==> src/rtl/cmos_cap_pkg.sv <==
// -----------------------------------------------------------------------------
// cmos_cap_pkg
// Shared types and constants for the OV5640 capture front end.
//   cap_state_e   : capture state machine encoding (S_SKIP, S_WAIT, S_ACTIVE)
//   COORD_W       : width of the pixel x/y coordinates
//   PIX_W         : width of a packed RGB565 pixel
//   RGB_*         : RGB565 field positions inside a packed pixel
//   coord_sat_inc : coordinate increment that saturates at all-ones
// -----------------------------------------------------------------------------
package cmos_cap_pkg;

  typedef enum logic [1:0] {
    S_SKIP   = 2'd0,
    S_WAIT   = 2'd1,
    S_ACTIVE = 2'd2
  } cap_state_e;

  localparam int COORD_W = 12;
  localparam int PIX_W   = 16;

  localparam logic [COORD_W-1:0] COORD_MAX = {COORD_W{1'b1}};

  // RGB565: red in the first (high) byte, blue in the low bits of the second.
  localparam int RGB_R_MSB = 15;
  localparam int RGB_R_LSB = 11;
  localparam int RGB_G_MSB = 10;
  localparam int RGB_G_LSB = 5;
  localparam int RGB_B_MSB = 4;
  localparam int RGB_B_LSB = 0;

  function automatic logic [COORD_W-1:0] coord_sat_inc(input logic [COORD_W-1:0] v);
    if (v == COORD_MAX) begin
      return COORD_MAX;
    end else begin
      return v + 12'd1;
    end
  endfunction

endpackage

==> src/rtl/cmos_byte_pack.sv <==
// -----------------------------------------------------------------------------
// cmos_byte_pack
// Registers the sensor bus once, detects the normalised vsync rising edge and
// href falling edge, and pairs consecutive href bytes into 16-bit words.
// Ports:
//   clk, rst_n     : pixel clock, async active-low reset
//   pack_en_i      : byte pairing enabled (capture state machine is active)
//   cmos_vsync_i   : raw sensor vsync
//   cmos_href_i    : raw sensor line-valid
//   cmos_db_i      : raw sensor data byte
//   vs_edge_o      : frame boundary (registered vsync rising, polarity fixed)
//   href_o         : registered href
//   href_fall_o    : registered href falling edge
//   odd_drop_o     : line ended with an unpaired byte
//   word_stb_o     : word_o holds a complete pixel this cycle
//   word_o         : {first byte, second byte}
// -----------------------------------------------------------------------------
module cmos_byte_pack
  import cmos_cap_pkg::*;
#(
  parameter bit VSYNC_POL = 1'b1
) (
  input  logic             clk,
  input  logic             rst_n,
  input  logic             pack_en_i,
  input  logic             cmos_vsync_i,
  input  logic             cmos_href_i,
  input  logic [7:0]       cmos_db_i,
  output logic             vs_edge_o,
  output logic             href_o,
  output logic             href_fall_o,
  output logic             odd_drop_o,
  output logic             word_stb_o,
  output logic [PIX_W-1:0] word_o
);

  logic       vs_q;
  logic       vs_prev_q;
  logic       href_q;
  logic       href_prev_q;
  logic [7:0] db_q;
  logic [7:0] hi_q;
  logic [7:0] hi_d;
  logic       phase_q;
  logic       phase_d;
  logic       vs_edge_s;

  assign vs_edge_s = vs_q & ~vs_prev_q;

  // Pairing control: a frame boundary or a gap in href restarts on a high byte.
  always_comb begin
    phase_d = 1'b0;
    hi_d    = hi_q;
    if (pack_en_i && !vs_edge_s && href_q) begin
      phase_d = ~phase_q;
      if (!phase_q) begin
        hi_d = db_q;
      end else begin
        hi_d = hi_q;
      end
    end else begin
      phase_d = 1'b0;
    end
  end

  // Input registers, edge-detect history and pairing state.
  always_ff @(posedge clk or negedge rst_n) begin
    if (!rst_n) begin
      vs_q        <= 1'b0;
      vs_prev_q   <= 1'b0;
      href_q      <= 1'b0;
      href_prev_q <= 1'b0;
      db_q        <= 8'd0;
      hi_q        <= 8'd0;
      phase_q     <= 1'b0;
    end else begin
      // Normalised so that the active vsync level is always 1.
      vs_q        <= cmos_vsync_i ^ ~VSYNC_POL;
      vs_prev_q   <= vs_q;
      href_q      <= cmos_href_i;
      href_prev_q <= href_q;
      db_q        <= cmos_db_i;
      hi_q        <= hi_d;
      phase_q     <= phase_d;
    end
  end

  assign vs_edge_o   = vs_edge_s;
  assign href_o      = href_q;
  assign href_fall_o = href_prev_q & ~href_q;
  assign odd_drop_o  = pack_en_i & ~href_q & phase_q;
  // A frame boundary wins over a pixel completing in the same cycle.
  assign word_stb_o  = pack_en_i & ~vs_edge_s & href_q & phase_q;
  assign word_o      = {hi_q, db_q};

endmodule

==> src/rtl/cmos_capture.sv <==
// -----------------------------------------------------------------------------
// cmos_capture
// OV5640 parallel-bus capture stage in the pixel-clock domain. Skips the first
// SKIP_FRAMES frames after reset or enable, emits RGB565 pixels tagged with
// x/y and start-of-frame, and reports per-frame geometry errors.
// Optional feature (macro CAPTURE_CROP_EN): only pixels inside the CROP_*
// window are emitted, with window-relative coordinates. Without the macro
// every pixel is emitted and CROP_* have no effect.
// Ports:
//   clk, rst_n        : pixel clock, async active-low reset
//   capture_en        : level enable; a rising edge restarts frame skipping
//   cmos_vsync/href/db: sensor bus
//   pix_valid         : one-cycle pixel strobe
//   pix_data          : RGB565, first byte in [15:8]
//   pix_x, pix_y      : pixel coordinates
//   sof               : first pixel of a frame
//   frame_done        : one-cycle pulse at the end of a captured frame
//   size_err          : geometry result of the last frame, valid with frame_done
//   frame_cnt         : captured frames, wraps
//   busy              : capture state machine is in S_ACTIVE
// -----------------------------------------------------------------------------
module cmos_capture
  import cmos_cap_pkg::*;
#(
  parameter int SKIP_FRAMES = 4,
  parameter int H_ACTIVE    = 800,
  parameter int V_ACTIVE    = 480,
  parameter int VSYNC_POL   = 1,
  parameter int CROP_X0     = 0,
  parameter int CROP_Y0     = 0,
  parameter int CROP_W      = 800,
  parameter int CROP_H      = 480
) (
  input  logic               clk,
  input  logic               rst_n,
  input  logic               capture_en,
  input  logic               cmos_vsync,
  input  logic               cmos_href,
  input  logic [7:0]         cmos_db,
  output logic               pix_valid,
  output logic [PIX_W-1:0]   pix_data,
  output logic [COORD_W-1:0] pix_x,
  output logic [COORD_W-1:0] pix_y,
  output logic               sof,
  output logic               frame_done,
  output logic               size_err,
  output logic [15:0]        frame_cnt,
  output logic               busy
);

  localparam logic [15:0]        SKIP_N = 16'(SKIP_FRAMES);
  localparam logic [COORD_W-1:0] H_N    = 12'(H_ACTIVE);
  localparam logic [COORD_W-1:0] V_N    = 12'(V_ACTIVE);

  cap_state_e         state_q;
  cap_state_e         state_d;
  logic [15:0]        skip_cnt_q;
  logic               en_prev_q;
  logic               restart_q;
  logic [COORD_W-1:0] x_q;
  logic [COORD_W-1:0] y_q;
  logic               err_q;
  logic               first_q;

  logic               pix_valid_q;
  logic [PIX_W-1:0]   pix_data_q;
  logic [COORD_W-1:0] pix_x_q;
  logic [COORD_W-1:0] pix_y_q;
  logic               sof_q;
  logic               frame_done_q;
  logic               size_err_q;
  logic [15:0]        frame_cnt_q;
  logic               busy_q;

  logic               vs_edge_s;
  logic               href_s;
  logic               href_fall_s;
  logic               odd_drop_s;
  logic               word_stb_s;
  logic [PIX_W-1:0]   word_s;
  logic               en_rise_s;
  logic               win_s;
  logic [COORD_W-1:0] rel_x_s;
  logic [COORD_W-1:0] rel_y_s;

  cmos_byte_pack #(
    .VSYNC_POL (VSYNC_POL != 0)
  ) u_byte_pack (
    .clk          (clk),
    .rst_n        (rst_n),
    .pack_en_i    (state_q == S_ACTIVE),
    .cmos_vsync_i (cmos_vsync),
    .cmos_href_i  (cmos_href),
    .cmos_db_i    (cmos_db),
    .vs_edge_o    (vs_edge_s),
    .href_o       (href_s),
    .href_fall_o  (href_fall_s),
    .odd_drop_o   (odd_drop_s),
    .word_stb_o   (word_stb_s),
    .word_o       (word_s)
  );

  assign en_rise_s = capture_en & ~en_prev_q;

`ifdef CAPTURE_CROP_EN
  localparam logic [COORD_W-1:0] CX0 = 12'(CROP_X0);
  localparam logic [COORD_W-1:0] CX1 = 12'(CROP_X0 + CROP_W);
  localparam logic [COORD_W-1:0] CY0 = 12'(CROP_Y0);
  localparam logic [COORD_W-1:0] CY1 = 12'(CROP_Y0 + CROP_H);

  assign win_s   = (x_q >= CX0) && (x_q < CX1) && (y_q >= CY0) && (y_q < CY1);
  assign rel_x_s = x_q - CX0;
  assign rel_y_s = y_q - CY0;
`else
  // The window degenerates to always-open; CROP_* are only referenced here.
  localparam bit WIN_OPEN = (CROP_X0 >= 0) || (CROP_Y0 >= 0) ||
                            (CROP_W >= 0) || (CROP_H >= 0) || 1'b1;

  assign win_s   = WIN_OPEN;
  assign rel_x_s = x_q;
  assign rel_y_s = y_q;
`endif

  // Next-state selection for the skip / wait / active sequence.
  always_comb begin
    state_d = state_q;
    case (state_q)
      S_SKIP: begin
        if (en_rise_s) begin
          state_d = S_SKIP;
        end else if (SKIP_N == 16'd0) begin
          state_d = S_WAIT;
        end else if (vs_edge_s && ((skip_cnt_q + 16'd1) >= SKIP_N)) begin
          state_d = S_WAIT;
        end else begin
          state_d = S_SKIP;
        end
      end
      S_WAIT: begin
        if (en_rise_s) begin
          state_d = S_SKIP;
        end else if (vs_edge_s && capture_en) begin
          state_d = S_ACTIVE;
        end else begin
          state_d = S_WAIT;
        end
      end
      S_ACTIVE: begin
        // A frame in progress always completes; the decision is made at its end.
        if (vs_edge_s) begin
          if (restart_q || en_rise_s) begin
            state_d = S_SKIP;
          end else if (capture_en) begin
            state_d = S_ACTIVE;
          end else begin
            state_d = S_WAIT;
          end
        end else begin
          state_d = S_ACTIVE;
        end
      end
      default: begin
        state_d = S_SKIP;
      end
    endcase
  end

  // State, counters, geometry tracking and registered outputs.
  always_ff @(posedge clk or negedge rst_n) begin
    if (!rst_n) begin
      state_q      <= S_SKIP;
      skip_cnt_q   <= 16'd0;
      en_prev_q    <= 1'b0;
      restart_q    <= 1'b0;
      x_q          <= 12'd0;
      y_q          <= 12'd0;
      err_q        <= 1'b0;
      first_q      <= 1'b0;
      pix_valid_q  <= 1'b0;
      pix_data_q   <= 16'd0;
      pix_x_q      <= 12'd0;
      pix_y_q      <= 12'd0;
      sof_q        <= 1'b0;
      frame_done_q <= 1'b0;
      size_err_q   <= 1'b0;
      frame_cnt_q  <= 16'd0;
      busy_q       <= 1'b0;
    end else begin
      state_q      <= state_d;
      busy_q       <= (state_d == S_ACTIVE);
      en_prev_q    <= capture_en;
      pix_valid_q  <= 1'b0;
      sof_q        <= 1'b0;
      frame_done_q <= 1'b0;

      if ((state_q != S_SKIP) || en_rise_s) begin
        skip_cnt_q <= 16'd0;
      end else if (vs_edge_s) begin
        skip_cnt_q <= skip_cnt_q + 16'd1;
      end

      // Enable toggled off and back on inside a frame: re-skip after it ends.
      if (state_q != S_ACTIVE) begin
        restart_q <= 1'b0;
      end else if (en_rise_s) begin
        restart_q <= 1'b1;
      end

      if (state_q == S_ACTIVE) begin
        if (vs_edge_s) begin
          frame_done_q <= 1'b1;
          frame_cnt_q  <= frame_cnt_q + 16'd1;
          // Any line still open or not yet closed at the boundary is a short frame.
          size_err_q   <= err_q | (y_q != V_N) | (x_q != 12'd0) | href_s;
          x_q          <= 12'd0;
          y_q          <= 12'd0;
          err_q        <= 1'b0;
          first_q      <= 1'b1;
        end else begin
          if (word_stb_s) begin
            x_q         <= coord_sat_inc(x_q);
            pix_valid_q <= win_s;
            pix_data_q  <= {word_s[RGB_R_MSB:RGB_R_LSB],
                            word_s[RGB_G_MSB:RGB_G_LSB],
                            word_s[RGB_B_MSB:RGB_B_LSB]};
            pix_x_q     <= rel_x_s;
            pix_y_q     <= rel_y_s;
            sof_q       <= win_s & first_q;
            if (win_s) begin
              first_q <= 1'b0;
            end
          end else if (href_fall_s) begin
            if (x_q != H_N) begin
              err_q <= 1'b1;
            end
            x_q <= 12'd0;
            y_q <= coord_sat_inc(y_q);
          end
          if (odd_drop_s) begin
            err_q <= 1'b1;
          end
        end
      end else if (state_d == S_ACTIVE) begin
        x_q     <= 12'd0;
        y_q     <= 12'd0;
        err_q   <= 1'b0;
        first_q <= 1'b1;
      end
    end
  end

  assign pix_valid  = pix_valid_q;
  assign pix_data   = pix_data_q;
  assign pix_x      = pix_x_q;
  assign pix_y      = pix_y_q;
  assign sof        = sof_q;
  assign frame_done = frame_done_q;
  assign size_err   = size_err_q;
  assign frame_cnt  = frame_cnt_q;
  assign busy       = busy_q;

endmodule

==> config.mk <==
export PLATFORM = sky130hd
export DESIGN_NAME = cmos_capture
export DESIGN_NICKNAME = d
export VERILOG_FILES = /design/src/rtl/cmos_cap_pkg.sv /design/src/rtl/cmos_byte_pack.sv /design/src/rtl/cmos_capture.sv
export SDC_FILE = /design/constraint.sdc
export NUM_CORES = 1
export LEC_CHECK = 0
export CELL_PAD_IN_SITES_DETAIL_PLACEMENT = 1
export CELL_PAD_IN_SITES_GLOBAL_PLACEMENT = 1
export CORE_MARGIN = 2
export CORE_UTILIZATION = 38
export CTS_CLUSTER_DIAMETER = 40
export DETAILED_ROUTE_END_ITERATION = 8
export HOLD_SLACK_MARGIN = 0.08
export PLACE_DENSITY_LB_ADDON = 0.1
export SLEW_MARGIN = 20
export SYNTH_ARGS = -nofsm -noshare
export SYNTH_HDL_FRONTEND = slang
export SYNTH_SLANG_ARGS = --single-unit
==> constraint.sdc <==
create_clock -name clk -period 1.8 [get_ports clk]
set_input_delay 0.18 -clock clk [delete_from_list [all_inputs] [get_ports clk]]
set_output_delay 0.18 -clock clk [all_outputs]
set_load 0.1 [all_outputs]
==> flow_metrics.env <==
export IMPL_yosysMostFrequentCell="nand2_1"
export IMPL_cp_max_fo=3
export IMPL_multi_input_combinational_cell_area_um2=2520
export IMPL_synth_cell_types=51
export IMPL_netlist_area_leader_share_pct=56.5
export IMPL_post_route_cell_area_um2=7800
export IMPL_hold_class="input pin to flop"
export IMPL_synth_area_top_cells="dfrtp_1 (56%), nand2_1 (9.5%), xnor2_1 (3.2%)"
export IMPL_dr_total_vias=4738
export IMPL_shortest_period_the_worst_path_allows_ns=1.79
export IMPL_drcViolationCount=0
export IMPL_grt_max_degree=57
export IMPL_fp_dieW_um=126
export IMPL_groute_usage_overall_pct=19.6
export IMPL_number_of_buffers_added_by_the_clock_tree_synthesis_step=17
export IMPL_antennaDiodeCount=0
export IMPL_worst_ep_required_time_ns=2.10
export IMPL_clkSlewWorstSetupHoldPaths_ns=0.06
export IMPL_clock_root_buffer="clkbuf_16"
export IMPL_setup_worst_path_start="u_byte_pack.vs_prev_q$_DFF_PN0_"
export IMPL_yosys_register_bits=128
export IMPL_pwr_density_cell_nw_per_um2=1060
export IMPL_vias_in_the_first_global_route=5031
export IMPL_grt_pass1_wl_um=25100
export IMPL_outcome="finished, final reports clean"
export IMPL_area_delta_synth_final_pct=37.6
export IMPL_worstSetupPathDepth=5
export IMPL_path_cells="and4bb_1, and3_4, nand3_4, or4_4, xnor2_1"
export IMPL_timing_critical_path_to_type="flop"
export IMPL_routed_wl_um=15100
export IMPL_drt_pass1_iter_count=4
export IMPL_synth_enable_flop_cells=0
export IMPL_rsz0062_at_grt="yes"
export IMPL_layout_setup_ws_ns=0.0148
export IMPL_ff_latch_area_um2=3230
export IMPL_reg2reg_slack_ns=0.01
export IMPL_viasPerCell=5.19
export IMPL_pre_cts_ws_ns=-0.193
export IMPL_fillCellCount=1622
export IMPL_maxCapViolCount=0
export IMPL_yosys_warnings=0
export IMPL_cp_buffers_inverters=0
export IMPL_place_congestion=0.815
export IMPL_reg2regPathDepth=5
export IMPL_finish_net_count=736
export IMPL_finalClockSkew_ns=0.00983
export IMPL_timing_slew_headroom_pct=72.3
export IMPL_worst_r2r_startpoint="u_byte_pack.vs_prev_q$_DFF_PN0_"
export IMPL_sequential_element_share_of_the_synthesized_area_pct=56.5
export IMPL_floorplan_die_area_um2=15900
export IMPL_critPathArrivalTime_ns=2.08
export IMPL_reg2reg_to="frame_cnt[15]$_DFFE_PN0P_"
export IMPL_synth_largest_area_cell="dfrtp_1"
export IMPL_floorplan_initialDensity_pct=39.0
export IMPL_clock_sinks=128
export IMPL_max_vdd_ir_drop_mv=0.719
export IMPL_most_common_library_cells_after_synthesis="nand2_1 (144), dfrtp_1 (128), nor2_1 (41)"
export IMPL_synth_cells=584
export IMPL_post_placement_cell_count=871
export IMPL_syn_cell_area_um2=5670
export IMPL_clock_tree_htree_level_count=4
export IMPL_floorplan_die_height_um=126
export IMPL_syn_nets=603
export IMPL_placement_rows=44
export IMPL_finalCritPeriodShare_pct=99.2
export IMPL_timing_worst_slew_pin_value_ns=0.411
export IMPL_antenna_violations_before_repair=0
export IMPL_startpoint_type="flop"
export IMPL_fp_coreArea_um2=14500
export IMPL_timing_final_setup_violations=0
export IMPL_port_buffers=73
export IMPL_avgSynthCellArea_um2=9.71
export IMPL_dpl_cell_area_um2=6880
export IMPL_routedWlPerCell_um=16.6
export IMPL_cpLargestDelayFamily="simple AND/OR/NAND/NOR gates"
export IMPL_final_max_tran_viols=0
export IMPL_postSynth_asyncResetShare_pct=100
export IMPL_report_final_hold_viol_count=0
export IMPL_crit_end="frame_cnt[15]$_DFFE_PN0P_"
export IMPL_detailed_place_hpwl_um=9950
export IMPL_setup_worst_path_class="flop to flop"
export IMPL_post_route_cells_drive_above_1_share_pct=30.5
export IMPL_slowest_delay_ns=0.52
export IMPL_drtAntennaViolNets=0
export IMPL_cts_max_path_buffers=2
export IMPL_io_pin_count=74
export IMPL_global_route_overflow_total=0
export IMPL_power_static_leakage_nw=3.71
export IMPL_initialDrtViolationCount=223
export IMPL_fmax_mhz=560
export IMPL_clk_insertion_delay_late_ns=0.42
export IMPL_final_setup_tns_ns=0
export IMPL_stdcell_count=913
export IMPL_synth_ff_type="dfrtp_1"
export IMPL_tritoncts="yes"
export IMPL_crit_path_top_delay_cell="or4_4"
[cell type report]
| type | instances | area share, % |
|---|---|---|
| well taps | 184 | 2.95 |
| clock buffers | 22 | 6.08 |
| repair buffers | 137 | 14.8 |
| flip-flops and latches | 128 | 41.4 |
| inverters | 11 | 0.529 |
| clock inverters | 9 | 2.00 |
| multi-input cells | 422 | 32.3 |
[power breakdown]
group,total (W),leakage (nW),switching [W],internal [W]
logic,0.00119,1.71,0.000648,0.000538
registers,0.00340,1.70,0.000267,0.00313
clock network,0.00369,0.298,0.00127,0.00242
total,0.00828,3.71,0.00219,0.00609
[layout by cell type, fill, tap and decap left out, types with 4 or more instances in the layout]
cell,count
xnor2_1,21
buf_12,6
nand3_1,22
mux2_2,11
clkbuf_16,18
or3_1,4
dfrtp_2,15
a21oi_1,28
nor3_1,7
dfrtp_1,111
nand2_1,143
and3_1,4
bufinv_16,4
xor2_1,9
nor2_1,39
inv_1,11
a31oi_1,6
clkdlybuf4s50_1,11
o21ai_0,28
and3_4,4
nor3_2,4
a22o_1,9
buf_4,116
o21ai_1,6
nand4_1,11
[flip-flops by register name (all words and copies together) (netlist names), 2 cells and up]
register	cells
frame_cnt	16
pix_data	16
skip_cnt_q	16
pix_x	12
pix_y	12
rel_x_s	12
rel_y_s	12
u_byte_pack.db_q	8
u_byte_pack.hi_q	8
state_q	2
[metal layers]
layer / GRT usage [%] / vias up / part of all wire [%]
li1: - / 2264 / -
met4: 7.43 / 0 / 1.6
met3: 4.33 / 19 / 3.5
met1: 25.7 / 2371 / 45
met5: 0 / - / 0
met2: 31.9 / 84 / 50
[worst min path at each step]
stage	from	to	cells past startpoint
2_1_floorplan	rst_n	busy$_DFF_PN0_	0
3_3_place_gp	rst_n	pix_y[6]$_DFFE_PN0P_	2
3_5_place_dp	rst_n	pix_y[8]$_DFFE_PN0P_	2
4_1_cts	cmos_href	u_byte_pack.href_o$_DFF_PN0_	1
5_1_grt	cmos_db[4]	u_byte_pack.db_q[4]$_DFF_PN0_	1
6_report	cmos_db[4]	u_byte_pack.db_q[4]$_DFF_PN0_	1
[cell families after synthesis]
group	after synthesis	share of synthesized area, %
xor gates and xnor gates	30	4.63
adders and majority gates	6	1.32
and+or+nand+nor	275	21.9
buffers and inverters	35	2.78
DFF	128	56.5
AOI/OAI and AO/OA	99	10.7
muxes	11	2.18
[per-stage QoR]
stage	total power, W	hold WS, ns	utilization, %
2_1_floorplan	0.00397	-0.116	-
3_3_place_gp	0.00440	0.212	47.3
3_5_place_dp	0.00446	0.217	47.3
4_1_cts	0.00826	0.184	52.2
5_1_grt	0.00863	0.184	53.7
6_report	0.00828	0.200	53.7
[timing repair]
action / CTS / global route
resized for setup: 10 / 39
setup buffers: 2 / 5
setup endpoints to repair: 12 / 39
pin swaps: 3 / 8
gates cloned: 1 / 2
hold buffers: 1 / 0
hold endpoints to repair: 128 / 0
No activity file was read; power rests on OpenSTA's default activity.
